<file path="config.mk">
export PLATFORM = sky130hd
export DESIGN_NAME = shift_window_ctrl
export DESIGN_NICKNAME = d
export VERILOG_FILES = /design/src/rtl/shift_window_pkg.sv /design/src/rtl/sat_counter.sv /design/src/rtl/shift_window_ctrl.sv
export SDC_FILE = /design/constraint.sdc
export NUM_CORES = 1
export LEC_CHECK = 0
export ABC_AREA = 1
export BUFFER_PORTS_ARGS = -buffer_cell sky130_fd_sc_hd__buf_2
export CAP_MARGIN = 30
export CORE_UTILIZATION = 50
export CTS_CLUSTER_SIZE = 40
export DETAILED_ROUTE_END_ITERATION = 10
export GPL_ROUTABILITY_DRIVEN = 0
export HOLD_SLACK_MARGIN = 0.02
export PLACE_DENSITY = 0.83
export SLEW_MARGIN = 20
export SYNTH_ARGS = -nofsm -noshare
export SYNTH_HDL_FRONTEND = slang
export SYNTH_SLANG_ARGS = --single-unit
</file>
<file path="constraint.sdc">
create_clock -name clk -period 5.7 [get_ports clk]
set_clock_uncertainty 0.1 [all_clocks]
set_input_delay 0.285 -clock clk [delete_from_list [all_inputs] [get_ports clk]]
set_output_delay 0.285 -clock clk [all_outputs]
set_load 0.02 [all_outputs]
</file>
<file path="src/rtl/shift_window_pkg.sv">
// Shared definitions for the shift-window sequencer.
//   state_e     : sequencer states
//   WIN_BYTES   : bytes in a full window
//   FINAL_BYTES : bytes in the trailing final window
//   len_legal() : a segment must end on a full window or a single leftover byte
package shift_window_pkg;

  typedef enum logic [1:0] {
    StIdle,
    StFill,
    StHold,
    StDone
  } state_e;

  localparam int unsigned WIN_BYTES   = 4;
  localparam int unsigned FINAL_BYTES = 1;

  // nonzero: len != 0; len_lsb: len[1:0]
  function automatic logic len_legal(input logic nonzero, input logic [1:0] len_lsb);
    return nonzero && ((len_lsb == 2'd0) || (len_lsb == 2'd1));
  endfunction

endpackage

</file>
<file path="src/rtl/sat_counter.sv">
// Saturating up-counter with synchronous clear.
//   clk_i, rst_ni : clock, async active-low reset
//   clr_i         : clear to zero (wins over inc_i)
//   inc_i         : increment, holds at all-ones
//   cnt_o         : current count
module sat_counter #(
  parameter int unsigned Width = 16
) (
  input  logic             clk_i,
  input  logic             rst_ni,
  input  logic             clr_i,
  input  logic             inc_i,
  output logic [Width-1:0] cnt_o
);

  logic [Width-1:0] cnt_q, cnt_d;

  always_comb begin
    cnt_d = cnt_q;
    if (clr_i) begin
      cnt_d = '0;
    end else if (inc_i && (cnt_q != '1)) begin
      cnt_d = cnt_q + Width'(1);
    end
  end

  always_ff @(posedge clk_i or negedge rst_ni) begin
    if (!rst_ni) begin
      cnt_q <= '0;
    end else begin
      cnt_q <= cnt_d;
    end
  end

  assign cnt_o = cnt_q;

endmodule

</file>
<file path="src/rtl/shift_window_ctrl.sv">
// Sequencer for the 4-byte window shift register. Reads one row segment of `len` bytes from
// the feature buffer, shifts it into the window register and hands each window to the PE array
// with a valid/ready handshake. A trailing single byte is emitted as a final window.
// Optional feature macro: SHIFT_WINDOW_CTRL_PERF_EN adds the stall_cnt output.
// Ports:
//   clk, rst_n          : clock, async active-low reset
//   start, base_addr, len : segment request (sampled in idle only)
//   mem_rd, mem_addr    : buffer read strobe/address (1-cycle read latency)
//   sh_en, final_en     : shift-register controls
//   win_valid, win_ready: window handshake
//   busy, done, err     : status; done/err are single-cycle pulses
//   stall_cnt           : (perf build) cycles with win_valid && !win_ready, saturating
module shift_window_ctrl
  import shift_window_pkg::*;
#(
  parameter int unsigned ADDR_W = 8,
  parameter int unsigned CNT_W  = 8
) (
  input  logic              clk,
  input  logic              rst_n,
  input  logic              start,
  input  logic [ADDR_W-1:0] base_addr,
  input  logic [CNT_W-1:0]  len,
  output logic              mem_rd,
  output logic [ADDR_W-1:0] mem_addr,
  output logic              sh_en,
  output logic              final_en,
  output logic              win_valid,
  input  logic              win_ready,
  output logic              busy,
  output logic              done,
  output logic              err
`ifdef SHIFT_WINDOW_CTRL_PERF_EN
  ,
  output logic [15:0]       stall_cnt
`endif
);

  state_e            state_q, state_d;
  logic [ADDR_W-1:0] addr_q, addr_d;
  logic [CNT_W-1:0]  rem_q, rem_d;
  logic [2:0]        cnt_q, cnt_d;   // cycle index within the current fill
  logic              final_q, final_d;
  logic              sh_en_q, sh_en_d;
  logic              err_q, err_d;
  logic [2:0]        win_n;
  logic              start_legal;

  assign start_legal = len_legal(|len, len[1:0]);
  assign win_n = (rem_q >= CNT_W'(WIN_BYTES)) ? 3'(WIN_BYTES) : 3'(FINAL_BYTES);

  always_comb begin
    state_d   = state_q;
    addr_d    = addr_q;
    rem_d     = rem_q;
    cnt_d     = cnt_q;
    final_d   = final_q;
    err_d     = 1'b0;
    mem_rd    = 1'b0;
    win_valid = 1'b0;
    final_en  = 1'b0;
    done      = 1'b0;

    unique case (state_q)
      StIdle: begin
        if (start) begin
          if (start_legal) begin
            addr_d  = base_addr;
            rem_d   = len;
            cnt_d   = 3'd0;
            final_d = 1'b0;
            state_d = StFill;
          end else begin
            err_d = 1'b1;
          end
        end
      end
      StFill: begin
        // Reads occupy the first n cycles; the extra cycle lets the last byte shift in.
        mem_rd = (cnt_q < win_n);
        cnt_d  = cnt_q + 3'd1;
        if (mem_rd) begin
          addr_d = addr_q + ADDR_W'(1);
        end
        if (cnt_q == win_n) begin
          cnt_d   = 3'd0;
          rem_d   = rem_q - CNT_W'(win_n);
          final_d = (win_n == 3'(FINAL_BYTES));
          state_d = StHold;
        end
      end
      StHold: begin
        win_valid = 1'b1;
        final_en  = final_q;
        if (win_ready) begin
          state_d = (rem_q == '0) ? StDone : StFill;
        end
      end
      StDone: begin
        done    = 1'b1;
        state_d = StIdle;
      end
      default: state_d = StIdle;
    endcase
  end

  assign sh_en_d = mem_rd;

  always_ff @(posedge clk or negedge rst_n) begin
    if (!rst_n) begin
      state_q <= StIdle;
      addr_q  <= '0;
      rem_q   <= '0;
      cnt_q   <= 3'd0;
      final_q <= 1'b0;
      sh_en_q <= 1'b0;
      err_q   <= 1'b0;
    end else begin
      state_q <= state_d;
      addr_q  <= addr_d;
      rem_q   <= rem_d;
      cnt_q   <= cnt_d;
      final_q <= final_d;
      sh_en_q <= sh_en_d;
      err_q   <= err_d;
    end
  end

  assign mem_addr = addr_q;
  assign sh_en    = sh_en_q;
  assign busy     = (state_q != StIdle);
  assign err      = err_q;

`ifdef SHIFT_WINDOW_CTRL_PERF_EN
  logic start_ok;
  assign start_ok = (state_q == StIdle) && start && start_legal;

  sat_counter #(
    .Width(16)
  ) u_stall_cnt (
    .clk_i (clk),
    .rst_ni(rst_n),
    .clr_i (start_ok),
    .inc_i (win_valid && !win_ready),
    .cnt_o (stall_cnt)
  );
`endif

endmodule

</file>
---- After elaboration in Yosys (flattened, before gate mapping) ----
Cells that the tools add are included.
word-level totals
  flip-flop bits (word level) ............. 24
  word-level logic and storage cells ...... 65
  output and inout port bits .............. 15
  input port bits ......................... 20
cells by class
  eq/ne operators ......................... 11
  magnitude comparators ................... 2
  $add $sub $neg .......................... 3
  muxes and demuxes ....................... 30
  reductions and logical operators ........ 12
operators by type and width
  operator               count
  $mux W8                6
  $pmux W8 S2            2
  $mux W3                4
  $reduce_and A4 Y1      3
  $mux W1                10
  $mux W2                5
  $ne A2 B2 Y1 const B   5
  $add A8 B1 Y8 const B  1
  $ge A8 B3 Y1 const B   1
  $logic_not A8 Y1       1
  $pmux W2 S4            1
  $reduce_or A8 Y1       1
  $sub A8 B3 Y8          1
  $pmux W3 S2            1
  $eq A2 B1 Y1 const B   2
  $eq A2 B2 Y1 const B   2
  $logic_not A2 Y1       2
  $reduce_bool A2 Y1     2
  $add A3 B1 Y3 const B  1
  $eq A3 B1 Y1 const B   1
  $eq A3 B3 Y1           1
  $lt A3 B3 Y1           1
  $reduce_and A3 Y1      1
  $pmux W1 S2            1
  2 further kinds        2

---- Longest topological paths before layout ----
  word-level depth ........................ 6
  depth in mapped cells ................... 13
  gate-level depth less buffers ........... 13

---- Worst setup path after synthesis ----
Ideal clock, no wire load.
  kind .................................... reg2out
  start ................................... reg rem_q[4]
  end ..................................... out mem_rd
  stages on the path, launching flop included .. 7
  data arrival time ....................... 1.627 ns
  required time ........................... 5.315 ns
  setup slack ............................. 3.688 ns
  path through ............................ dfrtp_1 -> nor2_1 -> nand4_1 -> inv_1 -> ha_1 -> a21boi_0 -> nor2_1
on the way
  cells in the longest elaborated chain, start to end .. 4
ends and longest elaborated chain
  what                      RTL line                  source
  start: declaration        shift_window_ctrl.sv:41   logic [CNT_W-1:0] rem_q, rem_d;
  start signal: assignment  shift_window_ctrl.sv:121  rem_q <= rem_d;
  $ge A8 B3 Y1              shift_window_ctrl.sv:50   assign win_n = (rem_q >= CNT_W'(WIN_BYTES)) ? 3'(WIN_BYTES) : 3'(FINAL_BYTES);
  $mux W3                   shift_window_ctrl.sv:50
  $lt A3 B3 Y1              shift_window_ctrl.sv:80   mem_rd = (cnt_q < win_n);
  $mux W1                   shift_window_ctrl.sv:64   unique case (state_q)
  end: declaration          shift_window_ctrl.sv:24   output logic mem_rd,
No other way between the ends.

---- Worst setup path after layout ----
Ends and elaborated chain as after synthesis.

==> results.sh <==
export IMPL_tns_ps=0
export IMPL_cts_buffers=3
export IMPL_post_route_period_util=0.456
export IMPL_synth_area_mm2=0.00170
export IMPL_critPathCaptureType="output port"
export IMPL_drive_above_1_share=0.187
export IMPL_critPathTopFamily="simple AND/OR/NAND/NOR gates"
export IMPL_clkTransAtPathRegs_ps=140
export IMPL_hp_class="primary input to flop"
export IMPL_drt_initial_drc_count=86
export IMPL_crit_path_start="rem_q[4]"
export IMPL_synth_edff_count=0
export IMPL_status="finished, final reports clean"
export IMPL_fp_dieH_um=60.3
export IMPL_cts_tree="built"
export IMPL_path_class="flop to output port"
export IMPL_crit_fanout=5
export IMPL_ir_worst_vdd_mv=0.437
export IMPL_h_tree_depth=1
export IMPL_start_kind="flop"
export IMPL_clock_latency_ps=320
export IMPL_die_area_mm2=0.00363
export IMPL_arrival_ps=2210
export IMPL_crit_slowest_cell="dfrtp_1"
export IMPL_drcViolationCount=0
export IMPL_yosysTopAreaCell="dfrtp_1"
export IMPL_cp_num_buf_inv=2
export IMPL_p_leak_nw=1.15
export IMPL_synth_common_cells="110 x nand2_1, 31 x nand3_1, 29 x inv_1"
export IMPL_drv_cap=0
export IMPL_required_ps=5320
export IMPL_die_w_um=60.3
export IMPL_cts_path_max_buffers=2
export IMPL_antenna_found_initial=0
export IMPL_critPathMaxStageDelay_ps=430
export IMPL_cts_setup_buffers=0
export IMPL_yosys_cell_types_count=24
export IMPL_cts_sinks=24
export IMPL_drv_slew=0
export IMPL_wl_per_cell_um=10.8
export IMPL_syn_nets=281
export IMPL_port_buffers=34
export IMPL_diodes=0
export IMPL_synth_seq_area_share=0.354
export IMPL_grt_max_degree=25
export IMPL_ys_top_cells_by_area="dfrtp_1 35%, nand2_1 24%, nand3_1 9.1%"
export IMPL_ys_flop_type="dfrtp_1"
export IMPL_firstDrtPassIters=4
export IMPL_final_nets=317
export IMPL_power_density_mw_per_mm2=598
export IMPL_area_delta_synth_final_pct=15.4
export IMPL_yosysWarnings=0
export IMPL_min_from="win_ready"
export IMPL_grt_overflow_total=0
export IMPL_rows=20
export IMPL_holdWs_ps=120
export IMPL_postRouteAntennaNets=0
export IMPL_post_synth_top_count_cell="nand2_1"
export IMPL_routed_wl_um=3610
export IMPL_grt_pass1_wl_um=5760
export IMPL_syn_area_per_cell_um2=6.68
export IMPL_worstMarginPinSlew_ps=524
export IMPL_finalSetupViolCount=0
export IMPL_yosysTopAreaCellShare=0.354
export IMPL_clock_fmax_mhz=385
export IMPL_rsz0062_at_grt="no"
export IMPL_cpMostUsedCell="nor2_1"
export IMPL_r2r_start="rem_q[4]"
export IMPL_path_cells="nor2_1 -> nand4_1 -> inv_1 -> ha_1 -> a21boi_0 -> nor2_1 -> buf_2"
export IMPL_grt_pass1_vias=1336
export IMPL_via_per_inst=4.95
export IMPL_ys_ff_latch=24
export IMPL_root_buffer="clkbuf_4"
export IMPL_ios=35
export IMPL_vias=1647
export IMPL_grt_use_total=0.214
export IMPL_dp_hpwl_um=2720
export IMPL_layout_min_cycle_time_ps=2600
export IMPL_ys_async_sr_fraction=1.00
export IMPL_start_util=0.543
export IMPL_slew_headroom=0.651
export IMPL_synthCells=254
export IMPL_hold_viol=0
export IMPL_core_area_mm2=0.00313
==> placed cells by master (no fill, tap or decap), types with 4 or more instances in the layout <==
| master | count |
|---|---|
| nand2_1 | 110 |
| buf_2 | 34 |
| nand3_1 | 31 |
| inv_1 | 29 |
| dfrtp_1 | 24 |
| nor2_1 | 14 |
| o21ai_0 | 8 |
| ha_1 | 7 |
| o21ai_2 | 4 |
==> metrics by stage <==
step / utilization / area (um2) / worst slack, ps / std cells / total power [mW]
floorplan: - / 1700 / 3690 / 254 / 0.892
global placement: 0.606 / 1900 / 3510 / 328 / 1.03
detailed placement: 0.606 / 1900 / 3400 / 328 / 1.05
CTS: 0.626 / 1960 / 3100 / 333 / 1.17
global route: 0.626 / 1960 / 2910 / 333 / 1.29
finish: 0.626 / 1960 / 3100 / 333 / 1.17
==> final timing paths <==
path | to | slack [ps] | cells after the start
worst max-delay path | mem_rd | 3100 | 7
worst min-delay path | state_q[1] | 120 | 4
worst max register to register | rem_q[6] | 3340 | 12
worst min register to register | final_q | 390 | 2
max in group asynchronous | cnt_q[2] | 4790 | 2
min in group asynchronous | mem_addr[0] | 360 | 2
==> worst reg2reg max path: cells and delay by family (launching register included) <==
kind | cells | cell delay [ps]
adder cells (fa/ha/maj) | 1 | 270
buffers and inverters | 3 | 390
flip-flops | 1 | 430
AND/OR/NAND/NOR | 8 | 1080
==> routing by layer <==
layer,track usage,wire [um],up-vias
met2,0.344,1660,46
li1,-,-,868
met4,0.0299,31,0
met3,0.0455,179,4
met1,0.299,1740,729
met5,0,0,-
==> sequential cells by signal, summed over array words and instances, names as in the netlist <==
| name | cells |
|---|---|
| mem_addr | 8 |
| state_q | 2 |
| sh_en | 1 |
| final_q | 1 |
| rem_q | 8 |
| err | 1 |
| cnt_q | 3 |
==> what timing repair did <==
action | 4_1_cts | 5_1_grt
endpoints found under the hold margin | 24 | 0
hold buffers | 1 | 0
setup endpoints to repair | 0 | 0
resized for setup | 0 | 0
==> final cells by class <==
type	count	area, um2
fillers	290	1170
multi-input cells	194	951
flip-flops and latches	24	601
repair buffers	35	180
inverters	32	120
well taps	44	55.1
clock inverters	1	30.0
clock buffers	3	22.5
==> where the power goes <==
part | switching, mW | internal (mW) | total [mW]
combinational | 0.475 | 0.240 | 0.714
sequential | 0.0832 | 0.251 | 0.334
clock | 0.0519 | 0.0711 | 0.123
==> cell families after synthesis <==
family / share of synthesized area
and+or+nand+nor: 0.427
buffers and inverters: 0.0862
DFF: 0.354
AOI/OAI and AO/OA: 0.0759
adders and majority gates: 0.0516
xor gates and xnor gates: 0.00516
(Power assumes the default switching activity.)
